### src/rtl/flag_reg_stack.sv
// Per-flag C/Z/B(+user) status register with set/clear/sticky update and a LIFO save/restore stack.
// All outputs registered, one-cycle latency; push/pop never stall, misuse raises sticky ovf/unf flags.
module flag_reg_stack #(
   parameter int                FLAG_W      = 3,
   parameter int                STACK_DEPTH = 4,
   parameter logic [FLAG_W-1:0] STICKY_MASK = '0,
   parameter int                CNT_W       = $clog2(STACK_DEPTH + 1)
) (
   input  logic              clk,
   input  logic              flag_rst,
   input  logic [FLAG_W-1:0] flag_we,
   input  logic [FLAG_W-1:0] flag_in,
   input  logic [FLAG_W-1:0] flag_set,
   input  logic [FLAG_W-1:0] flag_clr,
   input  logic              flag_push,
   input  logic              flag_pop,
   input  logic              err_clr,
   output logic [FLAG_W-1:0] flag_out,
   output logic [CNT_W-1:0]  stack_cnt,
   output logic              stack_full,
   output logic              stack_empty,
   output logic              stack_ovf,
   output logic              stack_unf
);

   localparam int IDX_W = (STACK_DEPTH > 1) ? $clog2(STACK_DEPTH) : 1;

   logic [FLAG_W-1:0] stk [STACK_DEPTH];
   logic [FLAG_W-1:0] flag_nxt;
   logic              push_eff;
   logic              pop_eff;
   logic              ovf_evt;
   logic              unf_evt;

   assign stack_full  = (stack_cnt == CNT_W'(STACK_DEPTH));
   assign stack_empty = (stack_cnt == '0);

   // Simultaneous push and pop cancel out: no stack motion and no error.
   assign push_eff = flag_push & ~flag_pop & ~stack_full;
   assign pop_eff  = flag_pop & ~flag_push & ~stack_empty;
   assign ovf_evt  = flag_push & ~flag_pop & stack_full;
   assign unf_evt  = flag_pop & ~flag_push & stack_empty;

   always_comb begin
      flag_nxt = flag_out;
      for (int i = 0; i < FLAG_W; i++) begin
         if (flag_clr[i])
            flag_nxt[i] = 1'b0;
         else if (flag_set[i])
            flag_nxt[i] = 1'b1;
         else if (flag_we[i])
            flag_nxt[i] = STICKY_MASK[i] ? (flag_out[i] | flag_in[i]) : flag_in[i];
      end
   end

   always_ff @(posedge clk or posedge flag_rst) begin
      if (flag_rst) begin
         flag_out  <= '0;
         stack_cnt <= '0;
         stack_ovf <= 1'b0;
         stack_unf <= 1'b0;
         for (int i = 0; i < STACK_DEPTH; i++)
            stk[i] <= '0;
      end else begin
         // A restore overrides every ALU/set/clear request in the same cycle.
         flag_out <= pop_eff ? stk[IDX_W'(stack_cnt - CNT_W'(1))] : flag_nxt;

         if (push_eff) begin
            stk[IDX_W'(stack_cnt)] <= flag_out;
            stack_cnt              <= stack_cnt + CNT_W'(1);
         end else if (pop_eff) begin
            stack_cnt <= stack_cnt - CNT_W'(1);
         end

         if (ovf_evt)
            stack_ovf <= 1'b1;
         else if (err_clr)
            stack_ovf <= 1'b0;

         if (unf_evt)
            stack_unf <= 1'b1;
         else if (err_clr)
            stack_unf <= 1'b0;
      end
   end

endmodule

### config.mk
export PLATFORM = sky130hd
export DESIGN_NAME = flag_reg_stack
export DESIGN_NICKNAME = d
export VERILOG_FILES = /design/src/rtl/flag_reg_stack.sv
export SDC_FILE = /design/constraint.sdc
export NUM_CORES = 1
export LEC_CHECK = 0
export ABC_AREA = 1
export CELL_PAD_IN_SITES_DETAIL_PLACEMENT = 1
export CELL_PAD_IN_SITES_GLOBAL_PLACEMENT = 2
export CORE_MARGIN = 4
export CORE_UTILIZATION = 29
export DETAILED_ROUTE_END_ITERATION = 6
export PLACE_DENSITY_LB_ADDON = 0.05
export SETUP_SLACK_MARGIN = 0.5
export SYNTH_ARGS = -nofsm -noshare
export SYNTH_HDL_FRONTEND = slang
export SYNTH_SLANG_ARGS = --single-unit
### constraint.sdc
create_clock -name clk -period 4.59 [get_ports clk]
set_input_delay 1.377 -clock clk [delete_from_list [all_inputs] [get_ports clk]]
set_output_delay 1.377 -clock clk [all_outputs]
set_load 0.01 [all_outputs]
# Word-level counts from Yosys, hierarchy flattened
# Cells that the tools add are included.
totals:
  ff_bits: 20
  latchBits: 0
  ramBits: 0
  rom_bits: 0
  in_bits: 17
  word_cells: 57
  mem_count: 0
op_classes:
  addsub: 2
  n_mul: 0
  n_div: 0
  n_lt_le_gt_ge: 3
  n_eq_ne: 1
  shifts: 0
  n_mux: 21
  bitwise_logic: 12
  reduce_logical: 8
op_table:
  columns: ["operator", "n"]
  rows:
  - ["two-way mux 3 bit", 6]
  - ["bitwise mux 12 bit", 1]
  - ["two-way mux 1 bit", 12]
  - ["nonzero test 4 bit", 3]
  - ["AND 1 bit", 6]
  - ["binary-select mux 3 bit (select 2 bit)", 1]
  - ["demux 3 bit (select 2 bit)", 1]
  - ["greater-or-equal comparator 3 bit, second input constant", 2]
  - ["NOT 2 -> 3 bit", 2]
  - ["nonzero test 2 bit", 3]
  - ["NOT 1 bit", 4]
  - ["adder 3 x 1 -> 3 bit, second input constant", 1]
  - ["equality test 3 bit, second input constant", 1]
  - ["zero test 3 bit", 1]
  - ["less-than comparator 3 x 1 -> 1 bit, second input constant", 1]
  - ["subtractor 3 x 1 -> 3 bit, second input constant", 1]
  - ["logical AND 1 bit", 1]

# Logic depth before layout (Yosys ltp)
# Gate-level depths: netlist of the first run.
logic_depth:
  word_depth: 6
  mapped_depth: 10
  depth_no_buf: 9

# Least setup slack after synthesis of the first run
# Ideal clock, no wire load.
synth_path:
  path_type: "register to output"
  start: "register stack_cnt[0]"
  end: "output stack_empty"
  t_arrival_ns: 1.241
  required_time_ns: 3.213
  path_slack_ns: 1.972
  path_stages_with_launch: 5
  n_path_buf: 1
  cell_sequence: "dfrtp_1 > buf_2 > inv_1 > ha_1 > ha_1"
synth_via:
  elab_chain_len: 1
synth_rtl:
  columns: ["item", "line", "text"]
  rows:
  - ["start: declaration", "19", "output logic [CNT_W-1:0] stack_cnt,"]
  - ["start signal: assignment", "70", "stack_cnt <= stack_cnt + CNT_W'(1);"]
  - ["start signal: assignment", "72", "stack_cnt <= stack_cnt - CNT_W'(1);"]
  - ["zero test 3 bit", "36", "assign stack_empty = (stack_cnt == '0);"]
  - ["end: declaration", "21", "output logic stack_empty,"]
# No other way between the ends.

# Worst setup path after layout of the first run
# Ends and elaborated chain as after synthesis.

==> results of run 1 <==
logic make-up after synthesis:
group | share of synthesized area
and+or+nand+nor | 0.284
DFF | 0.470
xor gates and xnor gates | 0.00823
adders and majority gates | 0.0705
buffers and inverters | 0.0717
AOI/OAI and AO/OA | 0.0952
cells in the final DEF, fill, tap and decap left out:
cell                              count
sky130_fd_sc_hd__nand2_4              2
sky130_fd_sc_hd__nand3b_1             1
sky130_fd_sc_hd__inv_1               17
sky130_fd_sc_hd__inv_2                2
sky130_fd_sc_hd__clkbuf_8             4
sky130_fd_sc_hd__ha_1                 6
sky130_fd_sc_hd__nand2_1             38
sky130_fd_sc_hd__a21oi_1              3
sky130_fd_sc_hd__xor2_1               1
sky130_fd_sc_hd__nand2_2              4
sky130_fd_sc_hd__clkdlybuf4s50_1     26
sky130_fd_sc_hd__dfrtp_1             20
sky130_fd_sc_hd__o22ai_1              1
sky130_fd_sc_hd__nand3_1             17
sky130_fd_sc_hd__nor2_8               1
sky130_fd_sc_hd__o21ai_1             12
sky130_fd_sc_hd__o21ai_0              4
power by group:
group	switching, µW	total (µW)	internal [µW]
Sequential	60.2	307	247
Combinational	218	392	174
Clock	59.4	136	76.4
final cells by class:
type	instances	area, µm²	share of cell area
well taps	46	57.6	0.0402
clock buffers	4	55.1	0.0384
multi-input cells	90	488	0.341
inverters	19	71.3	0.0498
repair buffers	26	260	0.182
flip-flops and latches	20	500	0.349
worst min-delay path: stages (launching register included):
cell and delay [ps]:
sky130_fd_sc_hd__dfrtp_1 350, sky130_fd_sc_hd__nand2_1 50, sky130_fd_sc_hd__o21ai_1 60
worst max-delay path by stage:
stage                                   startpoint          end  slack (ps)  cells after the start
after floorplan           stack_cnt[0]$_DFFE_PP0P_  stack_empty        1970                      4
after global placement    stack_cnt[0]$_DFFE_PP0P_  stack_empty        1420                      4
after detailed placement  stack_cnt[0]$_DFFE_PP0P_  stack_empty        1390                      4
after CTS                 stack_cnt[0]$_DFFE_PP0P_  stack_empty        1080                      4
after global routing      stack_cnt[0]$_DFFE_PP0P_  stack_empty         950                      4
final                     stack_cnt[0]$_DFFE_PP0P_  stack_empty        1110                      4
routing by layer:
metal | vias to the layer above | GRT usage
met5 | - | 0
met1 | 434 | 0.183
met3 | 5 | 0.0405
li1 | 472 | -
met2 | 21 | 0.219
met4 | 0 | 0.0372
metrics by stage:
stage	cell area (µm²)	hold slack [ps]
after detailed placement	1380	479
after global routing	1430	522
final	1430	496
after global placement	1380	480
after CTS	1430	498
after floorplan	1060	459
flip-flops by register name, summed over array words and instances, names as in the netlist:
name / count
stack_ovf: 1
stack_unf: 1
stk: 12
stack_cnt: 3
flag_out: 3
==> run summary, run 1 <==
• **status** finished, final reports clean
• **boundary pin count** 27
• **setup violation total in the final timing report** 0
• **instance count along the most critical hold path** 2
• **number of buffers added for setup after CTS** 0
• **Met2 Wirelength** 1250 µm
• **biggest area contributors in the synthesized netlist** sky130_fd_sc_hd__dfrtp_1 (47%), sky130_fd_sc_hd__nand2_1 (13%), sky130_fd_sc_hd__nand3_1 (8.0%)
• **CP arrival** 2100 ps
• **number of optimization iterations in the first detailed-route pass** 4
• **area added between synthesis and finish** 34.5%
• **setup TNS** 0 ps
• **upper clock frequency limit** 0.288 GHz
• **number of different library cells in the post-synthesis netlist** 16
• **count of final hold-check violations** 0
• **post-route worst setup slack** 1110 ps
• **Tot GR Track Use** 0.139
• **die span in y** 68.6 µm
• **Die ar.** 4710 µm²
• **flip-flop and latch count after synthesis** 20
• **kind of critical path** reg2out
• **wire length on met3** 163 µm
• **RR Endpoint** flag_out[1]$_DFFE_PP0P_
• **Crit path top cell by count** sky130_fd_sc_hd__ha_1
• **Initial Util** 0.309
• **final design utilization** 0.416
• **maximum level of the CTS H-tree** 1
• **pins over their slew limit** 0
• **HPWL reported at the end of detailed placement** 2110 µm
• **Avg Synthesized Cell Area** 8.19 µm²
• **routability congestion estimate from global placement** 0.755
• **maximum vdd drop** 0.000215 V
• **largest net degree at the start of global routing** 21
• **Antenna Violating Nets Remaining** 0
• **share of flip-flops with an asynchronous set or reset** 1.00
• **number of enable flip-flop cells after synthesis** 0
• **count of non-filler cells in the finished layout** 205
• **Hold Crit Endpoint** stk[5]$_DFFE_PP0P_
• **final critical delay including setup and external delays** 3480 ps
• **initial antenna violation count** 0
• **TritonCTS clock tree** yes
• **type of origin of the critical path** register
• **largest delay contributor family on the critical path** buffers and inverters
• **number of DRC markers in iteration 0** 30
• **final routed wire length divided by cell count** 13.6 µm
• **Core Rows** 21
• **setup slack of the worst register-to-register path** 2300 ps
• **count of placed standard cells including taps** 201
• **proportion of netlist area held by the largest area contributor** 0.470
• **leakage power figure** 0.000705 µW
• **grt total ovfl** 0
• **share of final-layout standard cells stronger than drive strength 1** 0.0818
• **maximum number of buffers from clock root to sink** 2
• **Post-Syn Area** 1060 µm²
• **number of buffers added to fix hold violations after cts** 0
• **relative slew slack** 0.471
• **met1 routed wirelength after detailed routing** 1350 µm
• **DR vias** 932
• **buffers plus inverters on the worst setup path** 2
• **number of global-route vias before repair** 962
• **clock tree root buffer cell** sky130_fd_sc_hd__clkbuf_8
• **fraction of the yosys area taken by sequential cells** 0.470
• **total nets after synthesis** 153
• **top-count cell post-synth** sky130_fd_sc_hd__nand2_1
• **number of gates resized after CTS** 0
• **number of clock sinks seen by CTS** 20
• **total power** 835 µW
• **setup repair after global routing missed its margin** false
• **max_cap viols** 0
• **transition time at the pin with the least slew margin** 792 ps
• **cell with the largest stage delay on the worst path** sky130_fd_sc_hd__clkdlybuf4s50_1
• **number of DRC violations after detailed routing** 0
• **CP Cell Sequence** inv_1 -> ha_1 -> ha_1 -> clkdlybuf4s50_1
• **total of buffers placed on input and output ports** 26
• **Detailed Route WL** 2790 µm
• **CTS buffer count** 3
• **clock tree skew after final layout** 4.23 ps
• **global-route wire length before repair** 4710 µm
• **clock slew at the register clock pins of the worst setup and hold paths** 80 ps
• **Critical Path End Type** output pin
• **top cell type by total area after synthesis** sky130_fd_sc_hd__dfrtp_1
• **Pwr Density** 583 nW/µm²
• **class of the worst hold path** reg2reg
• **beginning of the worst register-to-register path** stack_cnt[0]$_DFFE_PP0P_
• **uppermost signal routing layer after detailed routing** met4
• **core area** 3440 µm²
• **source of the worst hold timing path** stk[5]$_DFFE_PP0P_
• **die width** 68.6 µm
• **largest fanout on the critical path** 11
• **worst setup timing slack at the placement stage** 1390 ps
• **source-to-sink clock delay at the later pin of the worst-skew pair** 260 ps
• **number of vias per cell after detailed routing** 4.55
• **post-route clock period utilization** 0.758
• **top cells by count, synth** sky130_fd_sc_hd__nand2_1 (38), sky130_fd_sc_hd__dfrtp_1 (20), sky130_fd_sc_hd__inv_1 (17), sky130_fd_sc_hd__nand3_1 (17), sky130_fd_sc_hd__o21ai_1 (12)
• **fill count** 428
• **antenna diode count** 0
• **number of warning messages in the yosys log** 0
• **most instantiated flip-flop cell in the synthesis netlist** sky130_fd_sc_hd__dfrtp_1
• **Mapped Cells** 130
• **delay of the slowest critical-path stage** 550 ps
• **Final #Nets** 183
• **data required time of the critical path** 3210 ps
• **length in cells of the worst reg-to-reg path** 7
Note: power is estimated with default switching activity, not from simulation.
==> inputs of run 2 (changes only) <==
--- a/config.mk
+++ b/config.mk
@@ -9,7 +9,7 @@
 export CELL_PAD_IN_SITES_DETAIL_PLACEMENT = 1
 export CELL_PAD_IN_SITES_GLOBAL_PLACEMENT = 2
 export CORE_MARGIN = 4
-export CORE_UTILIZATION = 29
+export CORE_UTILIZATION = 27
 export DETAILED_ROUTE_END_ITERATION = 6
 export PLACE_DENSITY_LB_ADDON = 0.05
 export SETUP_SLACK_MARGIN = 0.5
==> constraint.sdc (replaced) <==
create_clock -name clk -period 3.4 [get_ports clk]
set_input_delay 1.02 -clock clk [delete_from_list [all_inputs] [get_ports clk]]
set_output_delay 1.02 -clock clk [all_outputs]
set_load 0.01 [all_outputs]
==> run summary, run 2 (same netlist as run 1, synthesis figures left out) <==
• **status** finished, final reports clean, unchanged
• **total of buffers placed on input and output ports** 26, unchanged
• **largest delay contributor family on the critical path** buffers and inverters, unchanged
• **number of DRC violations after detailed routing** 0, unchanged
• **setup TNS** 0 ps, unchanged
• **area added between synthesis and finish** 37.7%, was 34.5%
• **max FFs per register** 12, unchanged
• **global-route wire length before repair** 4980 µm, was 4710 µm
• **relative slew slack** 0.472, was 0.471
• **DR vias** 950, was 932
• **maximum vdd drop** 0.000296 V, was 0.000215 V
• **boundary pin count** 27, unchanged
• **CP Cell Sequence** inv_1 -> ha_2 -> ha_1 -> clkdlybuf4s50_1, was inv_1 -> ha_1 -> ha_1 -> clkdlybuf4s50_1
• **initial antenna violation count** 0, unchanged
• **clock tree root buffer cell** sky130_fd_sc_hd__clkbuf_8, unchanged
• **final critical delay including setup and external delays** 2800 ps
• **routability congestion estimate from global placement** 0.763, was 0.755
• **max_cap viols** 0, unchanged
• **count of final hold-check violations** 0, unchanged
• **maximum level of the CTS H-tree** 1, unchanged
• **clock tree skew after final layout** 4.39 ps, was 4.23 ps
• **grt total ovfl** 0, unchanged
• **Critical Path End Type** output pin, unchanged
• **CTS buffer count** 3, unchanged
• **Final #Nets** 184, was 183
• **leading cell types in the layout, fill and taps excluded** sky130_fd_sc_hd__nand2_1 (38), sky130_fd_sc_hd__clkdlybuf4s50_1 (26), sky130_fd_sc_hd__dfrtp_1 (18), was sky130_fd_sc_hd__nand2_1 (38), sky130_fd_sc_hd__clkdlybuf4s50_1 (26), sky130_fd_sc_hd__dfrtp_1 (20)
• **number of DRC markers in iteration 0** 43, was 30
• **setup repair after global routing missed its margin** false, unchanged
• **number of optimization iterations in the first detailed-route pass** 4, unchanged
• **delay of the slowest critical-path stage** 540 ps, was 550 ps
• **Die ar.** 5010 µm², was 4710 µm²
• **biggest registers after layout** stk x12, flag_out x3, stack_cnt x3, unchanged
• **Pwr Density** 820 nW/µm², was 583 nW/µm²
• **Detailed Route WL** 2830 µm, was 2790 µm
• **transition time at the pin with the least slew margin** 791 ps, was 792 ps
• **core area** 3740 µm², was 3440 µm²
• **cell with the largest stage delay on the worst path** sky130_fd_sc_hd__clkdlybuf4s50_1, unchanged
• **register with the most flip-flops** stk, unchanged
• **setup violation total in the final timing report** 0, unchanged
• **type of origin of the critical path** register, unchanged
• **Core Rows** 22, was 21
• **die span in y** 70.8 µm, was 68.6 µm
• **clock slew at the register clock pins of the worst setup and hold paths** 80 ps, about the same
• **number of clock sinks seen by CTS** 20, unchanged
• **buffers plus inverters on the worst setup path** 2, unchanged
• **Initial Util** 0.284, was 0.309
• **Antenna Violating Nets Remaining** 0, unchanged
• **post-route clock period utilization** 0.822
• **source-to-sink clock delay at the later pin of the worst-skew pair** 260 ps, about the same
• **fill count** 466, was 428
• **number of global-route vias before repair** 1044, was 962
• **largest net degree at the start of global routing** 21, unchanged
• **final routed wire length divided by cell count** 13.6 µm, about the same
• **kind of critical path** reg2out, unchanged
• **antenna diode count** 0, unchanged
• **pins over their slew limit** 0, unchanged
• **data required time of the critical path** 2380 ps, was 3210 ps
• **count of placed standard cells including taps** 203, was 201
• **upper clock frequency limit** 0.358 GHz
• **most common cell after layout, fill and taps aside** sky130_fd_sc_hd__nand2_1, unchanged
• **TritonCTS clock tree** yes, unchanged
• **maximum number of buffers from clock root to sink** 2, unchanged
• **share of final-layout standard cells stronger than drive strength 1** 0.113, was 0.0818
• **number of buffers added to fix hold violations after cts** 0, unchanged
• **Tot GR Track Use** 0.126, was 0.139
• **CP arrival** 1780 ps, was 2100 ps
• **count of non-filler cells in the finished layout** 208, was 205
• **class of the worst hold path** reg2reg, unchanged
• **HPWL reported at the end of detailed placement** 2220 µm, was 2110 µm
• **die width** 70.8 µm, was 68.6 µm
• **largest fanout on the critical path** 5, was 11
• **number of vias per cell after detailed routing** 4.57, was 4.55
• **leakage power figure** 0.000712 µW, was 0.000705 µW
-- run 2: final timing paths --
check	slack, ps	start	to	cells after the start
setup / recovery	600	stack_cnt[1]$_DFFE_PP0P_	stack_empty	4
hold / removal	500	stk[8]$_DFFE_PP0P_	stk[8]$_DFFE_PP0P_	2
setup reg to reg	1580	stack_cnt[1]$_DFFE_PP0P_	flag_out[0]$_DFFE_PP0P_	7
hold reg to reg	500	stk[8]$_DFFE_PP0P_	stk[8]$_DFFE_PP0P_	2
max in group asynchronous	1650	flag_rst	stack_cnt[1]$_DFFE_PP0P_	2
min in group asynchronous	1210	flag_rst	stk[4]$_DFFE_PP0P_	2
-- run 2: cell type report --
type | instances | area [µm²] | area share
clock buffers | 3 | 41.3 | 0.0282
clock inverters | 1 | 30.0 | 0.0205
inverters | 19 | 73.8 | 0.0503
multi-input cells | 90 | 490 | 0.334
flip-flops and latches | 20 | 503 | 0.343
well taps | 48 | 60.1 | 0.0410
repair buffers | 27 | 268 | 0.183
-- run 2: worst reg2reg max path: stages (launching register included) --
cell	delay, ps
sky130_fd_sc_hd__dfrtp_2	410
sky130_fd_sc_hd__inv_1	100
sky130_fd_sc_hd__ha_2	200
sky130_fd_sc_hd__ha_1	210
sky130_fd_sc_hd__nand3b_1	390
sky130_fd_sc_hd__inv_1	260
sky130_fd_sc_hd__nand3_1	120
sky130_fd_sc_hd__nand2_1	80
-- run 2: routing by layer --
metal / routed length (µm) / share of wire / global-route usage
met3: 131 / 0.046 / 0.0341
met5: 0 / 0 / 0
met4: 29 / 0.010 / 0.0251
met1: 1300 / 0.46 / 0.158
met2: 1360 / 0.48 / 0.216
-- run 2: what timing repair did --
item,4_1_cts,5_1_grt
gates resized for setup,3,2
pin swaps,0,0
endpoints found under the setup margin,2,1
hold endpoints to repair,0,0
buffers inserted,1,0
-- run 2: power by group --
part	total, µW	internal [µW]	switching (µW)
Combinational	561	246	314
Clock	239	157	82.3
Sequential	402	336	66.4
-- run 2: through the flow --
step / power (µW) / utilization / hold WS (ps) / setup slack [ps] / area (µm²)
4_1_cts: 1220 / 0.391 / 503 / 552 / 1460
2_1_floorplan: 743 / - / 459 / 1140 / 1060
5_1_grt: 1320 / 0.392 / 534 / 498 / 1470
3_5_place_dp: 960 / 0.369 / 484 / 521 / 1380
3_3_place_gp: 940 / 0.369 / 478 / 606 / 1380
6_report: 1200 / 0.392 / 500 / 604 / 1470
